## src/rtl/mq_sb_pkg.sv

```systemverilog
// mq_sb_pkg: shared constants and helpers for the multi-queue scoreboard.
package mq_sb_pkg;
  localparam int ERR_CNT_W = 16;
  localparam logic [ERR_CNT_W-1:0] ERR_CNT_MAX = 16'hFFFF;
  function automatic logic [ERR_CNT_W-1:0] sat_inc(input logic [ERR_CNT_W-1:0] v);
    return (v == ERR_CNT_MAX) ? v : v + 1'b1;
  endfunction
endpackage

```

## src/rtl/multi_queue_scoreboard_if.sv

```systemverilog
// multi_queue_scoreboard_if: DUT-observation bus and scoreboard status.
// MQ_SB_FIRST_ERR_CAPTURE_EN adds the first-data-mismatch capture signals.
interface multi_queue_scoreboard_if #(
  parameter int WIDTH = 8,
  parameter int DEPTH = 4,
  parameter int NUM_FIFOS = 2
);
  logic push, pop;
  logic [$clog2(NUM_FIFOS)-1:0] push_sel, pop_sel;
  logic [WIDTH-1:0] data_in, dut_data_out;
  logic [NUM_FIFOS-1:0] dut_empty, sb_empty;
  logic dut_full, sb_full;
  logic [$clog2(DEPTH+1)-1:0] occupancy;
  logic mismatch, err, overflow, underflow;
  logic [15:0] err_cnt;
`ifdef MQ_SB_FIRST_ERR_CAPTURE_EN
  logic [$clog2(NUM_FIFOS)-1:0] first_err_chan;
  logic [WIDTH-1:0] first_err_exp, first_err_act;
  modport master (
    output push, pop, push_sel, pop_sel, data_in, dut_data_out, dut_empty, dut_full,
    input sb_empty, sb_full, occupancy, mismatch, err, err_cnt, overflow, underflow,
    input first_err_chan, first_err_exp, first_err_act
  );
  modport slave (
    input push, pop, push_sel, pop_sel, data_in, dut_data_out, dut_empty, dut_full,
    output sb_empty, sb_full, occupancy, mismatch, err, err_cnt, overflow, underflow,
    output first_err_chan, first_err_exp, first_err_act
  );
`else
  modport master (
    output push, pop, push_sel, pop_sel, data_in, dut_data_out, dut_empty, dut_full,
    input sb_empty, sb_full, occupancy, mismatch, err, err_cnt, overflow, underflow
  );
  modport slave (
    input push, pop, push_sel, pop_sel, data_in, dut_data_out, dut_empty, dut_full,
    output sb_empty, sb_full, occupancy, mismatch, err, err_cnt, overflow, underflow
  );
`endif
endinterface

```

## src/rtl/sb_channel_queue.sv

```systemverilog
// sb_channel_queue: one circular FIFO channel of the scoreboard model.
module sb_channel_queue #(
  parameter int WIDTH = 8,
  parameter int DEPTH = 4
) (
  input  logic clk,
  input  logic rst,
  input  logic push,
  input  logic pop,
  input  logic [WIDTH-1:0] din,
  output logic [WIDTH-1:0] head,
  output logic [$clog2(DEPTH+1)-1:0] count
);
  localparam int PW = $clog2(DEPTH);
  localparam int CW = $clog2(DEPTH+1);
  logic [WIDTH-1:0] mem [DEPTH];
  logic [PW-1:0] wp, rp;
  always_ff @(posedge clk) begin
    if (rst) begin
      wp <= '0;
      rp <= '0;
      count <= '0;
    end else begin
      wp <= wp + PW'(push);
      rp <= rp + PW'(pop);
      count <= count + CW'(push) - CW'(pop);
    end
  end
  always_ff @(posedge clk) if (push && !rst) mem[wp] <= din;
  assign head = mem[rp];
endmodule

```

## src/rtl/multi_queue_scoreboard.sv

```systemverilog
// multi_queue_scoreboard: shared-capacity per-channel FIFO model checking a DUT.
// MQ_SB_FIRST_ERR_CAPTURE_EN latches channel/expected/actual of the first data mismatch.
module multi_queue_scoreboard
  import mq_sb_pkg::*;
#(
  parameter int WIDTH = 8,
  parameter int DEPTH = 4,
  parameter int NUM_FIFOS = 2
) (
  input logic clk,
  input logic rst,
  multi_queue_scoreboard_if.slave bus
);
  localparam int SW = $clog2(NUM_FIFOS);
  localparam int OW = $clog2(DEPTH+1);
  logic [WIDTH-1:0] heads [NUM_FIFOS];
  logic [OW-1:0] counts [NUM_FIFOS];
  logic [NUM_FIFOS-1:0] empty_v;
  logic [OW-1:0] occ;
  logic [ERR_CNT_W-1:0] cnt;
  logic full, push_ok, pop_ok, data_bad, mis_n, ovf_n, unf_n, mis_q, ovf_q, unf_q, err_q;
  logic [WIDTH-1:0] pop_head;
  for (genvar i = 0; i < NUM_FIFOS; i++) begin : g_ch
    sb_channel_queue #(.WIDTH(WIDTH), .DEPTH(DEPTH)) u_q (
      .clk(clk),
      .rst(rst),
      .push(push_ok && bus.push_sel == SW'(i)),
      .pop(pop_ok && bus.pop_sel == SW'(i)),
      .din(bus.data_in),
      .head(heads[i]),
      .count(counts[i])
    );
    assign empty_v[i] = counts[i] == '0;
  end
  // Acceptance uses registered state only: a same-cycle pop never frees room for a push.
  always_comb begin
    full = occ == OW'(DEPTH);
    push_ok = bus.push && !full && 32'(bus.push_sel) < NUM_FIFOS;
    pop_ok = bus.pop && 32'(bus.pop_sel) < NUM_FIFOS && !empty_v[bus.pop_sel];
    pop_head = heads[bus.pop_sel];
    data_bad = pop_ok && bus.dut_data_out != pop_head;
    mis_n = data_bad || bus.dut_empty != empty_v || bus.dut_full != full;
    ovf_n = bus.push && !push_ok;
    unf_n = bus.pop && !pop_ok;
  end
  always_ff @(posedge clk) begin
    if (rst) begin
      occ <= '0;
      {mis_q, ovf_q, unf_q, err_q} <= '0;
      cnt <= '0;
    end else begin
      occ <= occ + OW'(push_ok) - OW'(pop_ok);
      mis_q <= mis_n;
      ovf_q <= ovf_n;
      unf_q <= unf_n;
      err_q <= err_q || mis_n || ovf_n || unf_n;
      cnt <= (mis_n || ovf_n || unf_n) ? sat_inc(cnt) : cnt;
    end
  end
  assign bus.sb_empty = empty_v;
  assign bus.sb_full = full;
  assign bus.occupancy = occ;
  assign bus.mismatch = mis_q;
  assign bus.overflow = ovf_q;
  assign bus.underflow = unf_q;
  assign bus.err = err_q;
  assign bus.err_cnt = cnt;
`ifdef MQ_SB_FIRST_ERR_CAPTURE_EN
  logic cap_done;
  logic [SW-1:0] cap_chan;
  logic [WIDTH-1:0] cap_exp, cap_act;
  always_ff @(posedge clk) begin
    if (rst) begin
      cap_done <= 1'b0;
      cap_chan <= '0;
      cap_exp <= '0;
      cap_act <= '0;
    end else if (data_bad && !cap_done) begin
      cap_done <= 1'b1;
      cap_chan <= bus.pop_sel;
      cap_exp <= pop_head;
      cap_act <= bus.dut_data_out;
    end
  end
  assign bus.first_err_chan = cap_chan;
  assign bus.first_err_exp = cap_exp;
  assign bus.first_err_act = cap_act;
`endif
endmodule

```

## src/flat_wrapper.sv

```systemverilog
// flat-port wrapper written by rule: the top's interface ports become plain ports
module multi_queue_scoreboard_flat import mq_sb_pkg::*;
#(
  parameter int WIDTH = 8,
  parameter int DEPTH = 4,
  parameter int NUM_FIFOS = 2
)
  (clk, rst, bus_push, bus_pop, bus_push_sel, bus_pop_sel, bus_data_in, bus_dut_data_out, bus_dut_empty, bus_dut_full, bus_sb_empty, bus_sb_full, bus_occupancy, bus_mismatch, bus_err, bus_err_cnt, bus_overflow, bus_underflow);
  multi_queue_scoreboard_if #(.WIDTH(WIDTH), .DEPTH(DEPTH), .NUM_FIFOS(NUM_FIFOS)) bus_i ();
  input logic clk;
  input logic rst;
  input wire logic [$bits(bus_i.push)-1:0] bus_push;
  input wire logic [$bits(bus_i.pop)-1:0] bus_pop;
  input wire logic [$bits(bus_i.push_sel)-1:0] bus_push_sel;
  input wire logic [$bits(bus_i.pop_sel)-1:0] bus_pop_sel;
  input wire logic [$bits(bus_i.data_in)-1:0] bus_data_in;
  input wire logic [$bits(bus_i.dut_data_out)-1:0] bus_dut_data_out;
  input wire logic [$bits(bus_i.dut_empty)-1:0] bus_dut_empty;
  input wire logic [$bits(bus_i.dut_full)-1:0] bus_dut_full;
  output wire logic [$bits(bus_i.sb_empty)-1:0] bus_sb_empty;
  output wire logic [$bits(bus_i.sb_full)-1:0] bus_sb_full;
  output wire logic [$bits(bus_i.occupancy)-1:0] bus_occupancy;
  output wire logic [$bits(bus_i.mismatch)-1:0] bus_mismatch;
  output wire logic [$bits(bus_i.err)-1:0] bus_err;
  output wire logic [$bits(bus_i.err_cnt)-1:0] bus_err_cnt;
  output wire logic [$bits(bus_i.overflow)-1:0] bus_overflow;
  output wire logic [$bits(bus_i.underflow)-1:0] bus_underflow;
  assign bus_i.push = bus_push;
  assign bus_i.pop = bus_pop;
  assign bus_i.push_sel = bus_push_sel;
  assign bus_i.pop_sel = bus_pop_sel;
  assign bus_i.data_in = bus_data_in;
  assign bus_i.dut_data_out = bus_dut_data_out;
  assign bus_i.dut_empty = bus_dut_empty;
  assign bus_i.dut_full = bus_dut_full;
  assign bus_sb_empty = bus_i.sb_empty;
  assign bus_sb_full = bus_i.sb_full;
  assign bus_occupancy = bus_i.occupancy;
  assign bus_mismatch = bus_i.mismatch;
  assign bus_err = bus_i.err;
  assign bus_err_cnt = bus_i.err_cnt;
  assign bus_overflow = bus_i.overflow;
  assign bus_underflow = bus_i.underflow;
  multi_queue_scoreboard #(.WIDTH(WIDTH), .DEPTH(DEPTH), .NUM_FIFOS(NUM_FIFOS)) u_core (.clk(clk), .rst(rst), .bus(bus_i));
endmodule
```

## config.mk

```make
export PLATFORM = sky130hd
export DESIGN_NAME = multi_queue_scoreboard_flat
export DESIGN_NICKNAME = d
export VERILOG_FILES = /design/src/rtl/mq_sb_pkg.sv /design/src/rtl/multi_queue_scoreboard_if.sv /design/src/rtl/sb_channel_queue.sv /design/src/rtl/multi_queue_scoreboard.sv /design/src/flat_wrapper.sv
export SDC_FILE = /design/constraint.sdc
export NUM_CORES = 1
export LEC_CHECK = 0
export CORE_UTILIZATION = 55
export CTS_BUF_LIST = sky130_fd_sc_hd__clkbuf_2
export DETAILED_ROUTE_END_ITERATION = 10
export PLACE_DENSITY = 0.8
export SKIP_CTS_REPAIR_TIMING = 1
export SYNTH_ARGS = -nofsm -noshare
export SYNTH_HDL_FRONTEND = slang
export SYNTH_SLANG_ARGS = --single-unit
```

## constraint.sdc

```tcl
create_clock -name clk -period 8.75 [get_ports clk]
set_input_delay 2.625 -clock clk [delete_from_list [all_inputs] [get_ports clk]]
set_output_delay 2.625 -clock clk [all_outputs]
set_load 0.01 [all_outputs]
```

==> flow_summary_export.csv <==
group,metric,value,unit
power_and_ir_drop,pwr_density_cell,214,nW/µm²
placement,port_buffers,50,
logic_synthesis,syn_area,4480,µm²
logic_synthesis,yosysTopAreaCellShare,0.429,
clocking,cts_max_level,3,
layout,final_cell_mix,"edfxtp_1 (64), clkdlybuf4s50_1 (50), dfxtp_1 (37)",
drt,remaining_drc_errors,0,
layout,synthToLayoutAreaGrowth,15.7,%
drt,routedWlPerCell,17.2,µm
setup_path,worstSetupStartpointType,"input pin",
clocking,cts_tree,"yes",
power_and_ir_drop,total_power,0.00111,W
logic_synthesis,syn_nets,390,
clocking,cts_root_buf,"clkbuf_2",
power_and_ir_drop,vdd_ir_drop_max,0.000145,V
setup_path,path_cells,"clkdlybuf4s50_1 -> or2_1 -> o22ai_1 -> or3_1 -> a221o_1 -> nor4_4 -> a21o_2 -> mux2i_1 -> nor2_1",
setup_path,worstSetupPathType,"input pin to flop",
drt,drt_iter0_markers,117,
die,die_w,92.3,µm
setup_path,cp_slowest_cell,"clkdlybuf4s50_1",
placement,place_area,5050,µm²
die,initial_core_util,0.574,
setup_path,critPathMaxStageDelay,0.72,ns
outcome,status,"finished clean",
logic_synthesis,synthTopCellsByArea,"edfxtp_1 (43%), dfxtp_1 (17%), mux2i_1 (5.4%), ha_1 (3.1%), xnor2_1 (2.9%)",
drt,ant_nets,0,
timing,skew,0.0536,ns
timing,worst_slack,3.68,ns
placement,gp_congestion,0.757,
layout,fill_cells,608,
logic_synthesis,postSynthCellCount,351,
layout,layout-drive-gt1-share,0.0854,
timing,timing.setup.tns,0,ns
layout,final_cell_area,5180,µm²
logic_synthesis,seq_area_frac_synth,0.594,
global_routing,grt_first_pass_wirelength,14000,µm
logic_synthesis,avgSynthCellArea,12.8,µm²
logic_synthesis,synthFlopType,"edfxtp_1",
layout,final_util,0.664,
die,io_pins,51,
timing,setup_viol,0,
die,num_rows,32,
power_and_ir_drop,p_leak,1.75,nW
placement,hpwl,6210,µm
logic_synthesis,yosys_warnings,0,
setup_path,required,9.20,ns
die,die_height,92.3,µm
drt,viasPerCell,5.68,
die,die_area,8510,µm²
logic_synthesis,ys_async_sr_fraction,0,
drt,drt_wl_total,8800,µm
global_routing,grt_pass1_vias,2855,
timing,slew_headroom,0.390,
timing,report.final.slew_viol_count,0,
timing,clock.fmax,0.197,GHz
flow_run,maxCapViolations,0,
timing,hold_violations,0,
clocking,clock-sinks,101,
die,core_area,7810,µm²
timing,rsz0062_at_grt,"no",
setup_path,crit_path_end_kind,"flop",
logic_synthesis,yosysTopAreaCell,"edfxtp_1",
global_routing,antenna_found_initial,0,
hold_path,min_path_type,"flop to flop",
timing,finalCriticalPeriod,5.07,ns
logic_synthesis,ys_ff_latch,101,
setup_path,worstPathMaxFanout,18,
logic_synthesis,synth_edf_count,64,
setup_path,critPathArrivalTime,5.52,ns
layout,nets,444,
timing,tightest_slew,0.913,ns
clocking,cts.clk_slew.worst_paths,0.24,ns
layout,final_common_cell,"edfxtp_1",
clocking,cts_max_path_buffers,2,
layout,diodes,0,
placement,place_ws,3.15,ns
clocking,clk_latency,0.56,ns
drt,first_pass_iters,4,
timing,fin_crit_sh,0.580,
drt,vias,2910,
global_routing,grt_overflow,0,
clocking,numCtsBuffers,9,
global_routing,grt_max_degree,40,
logic_synthesis,ys_types,54,
global_routing,grt_use_total,0.216,
## layer usage
metal,track usage,vias to the layer above,part of all wire
met4,0.0560,0,0.011
met1,0.284,1411,0.45
met2,0.360,93,0.48
met5,0,-,0
met3,0.0514,10,0.061
li1,-,1396,-
## Yosys cell counts, types with 2 or more instances
master and instances:
mux2i_1 24, o21a_1 3, and3_1 4, ha_1 11
mux2_1 2, buf_1 2, nor3_1 10, o21ai_0 3
and2_1 3, mux4_2 3, nand4_1 3, buf_6 4
nand2b_1 2, nand2_1 12, nor2_1 21, or3_1 9
a21oi_1 15, fa_1 3, clkbuf_1 2, nor2b_1 11
xor2_1 2, edfxtp_1 64, o31ai_1 3, o21ai_1 5
dfxtp_1 37, a21o_1 3, o22ai_1 14, mux2_2 3
xnor2_1 15, inv_1 25, nand3_1 8, or4_1 3
## registers in the layout (all words and copies together), names as in the netlist
signal                 cells
u_core.g_ch.u_q.rp         4
u_core.g_ch.u_q.wp         4
u_core.bus.underflow       1
u_core.bus.occupancy       3
u_core.bus.err             1
u_core.g_ch.u_q.count      6
u_core.bus.err_cnt        16
u_core.g_ch.u_q.mem       64
u_core.bus.mismatch        1
u_core.bus.overflow        1
## cell families after synthesis
| kind of cell | after synthesis | share of synthesized area |
|---|---|---|
| AO/OA/AOI/OAI | 56 | 0.0868 |
| XOR/XNOR | 17 | 0.0332 |
| adder cells (fa/ha/maj) | 14 | 0.0441 |
| buffers and inverters | 36 | 0.0416 |
| flip-flops | 101 | 0.594 |
| multiplexers | 32 | 0.0813 |
| AND/OR/NAND/NOR | 95 | 0.119 |
## critical path, delay by kind of cell
kind / cells / cell delay, ns
AOI/OAI and AO/OA: 3 / 0.93
buffers and inverters: 1 / 0.72
and+or+nand+nor: 4 / 1.01
muxes: 1 / 0.23
## power by group
part           switching (W)  total, W  internal, W
combinational       0.000136  0.000285     0.000149
sequential         0.0000390  0.000579     0.000540
clock               0.000151  0.000246    0.0000949
total               0.000325   0.00111     0.000784
## worst paths after layout
path | start | slack (ns) | depth (start not counted) | to
setup / recovery | bus_pop_sel | 3.68 | 9 | u_core.bus.err_cnt[1]
hold / removal | u_core.bus.err | 0.48 | 2 | u_core.bus.err
setup reg to reg | u_core.g_ch[0].u_q.rp[0] | 5.52 | 8 | u_core.bus.err_cnt[5]
hold reg to reg | u_core.bus.err | 0.48 | 2 | u_core.bus.err
## per-stage QoR
stage	hold WS (ns)	cells
after floorplan	0.484	351
after global placement	0.450	496
after detailed placement	0.454	496
after CTS	0.483	512
after global routing	0.497	512
final	0.482	512
## layout make-up
cell class | instances | area (µm²) | area share
clock buffers | 10 | 50.0 | 0.00965
clock inverters | 6 | 87.6 | 0.0169
inverters | 25 | 93.8 | 0.0181
multi-input cells | 214 | 1630 | 0.315
flip-flops and latches | 101 | 2660 | 0.514
well taps | 102 | 128 | 0.0246
repair buffers | 54 | 531 | 0.102
Power figures use the tool's default switching activity.
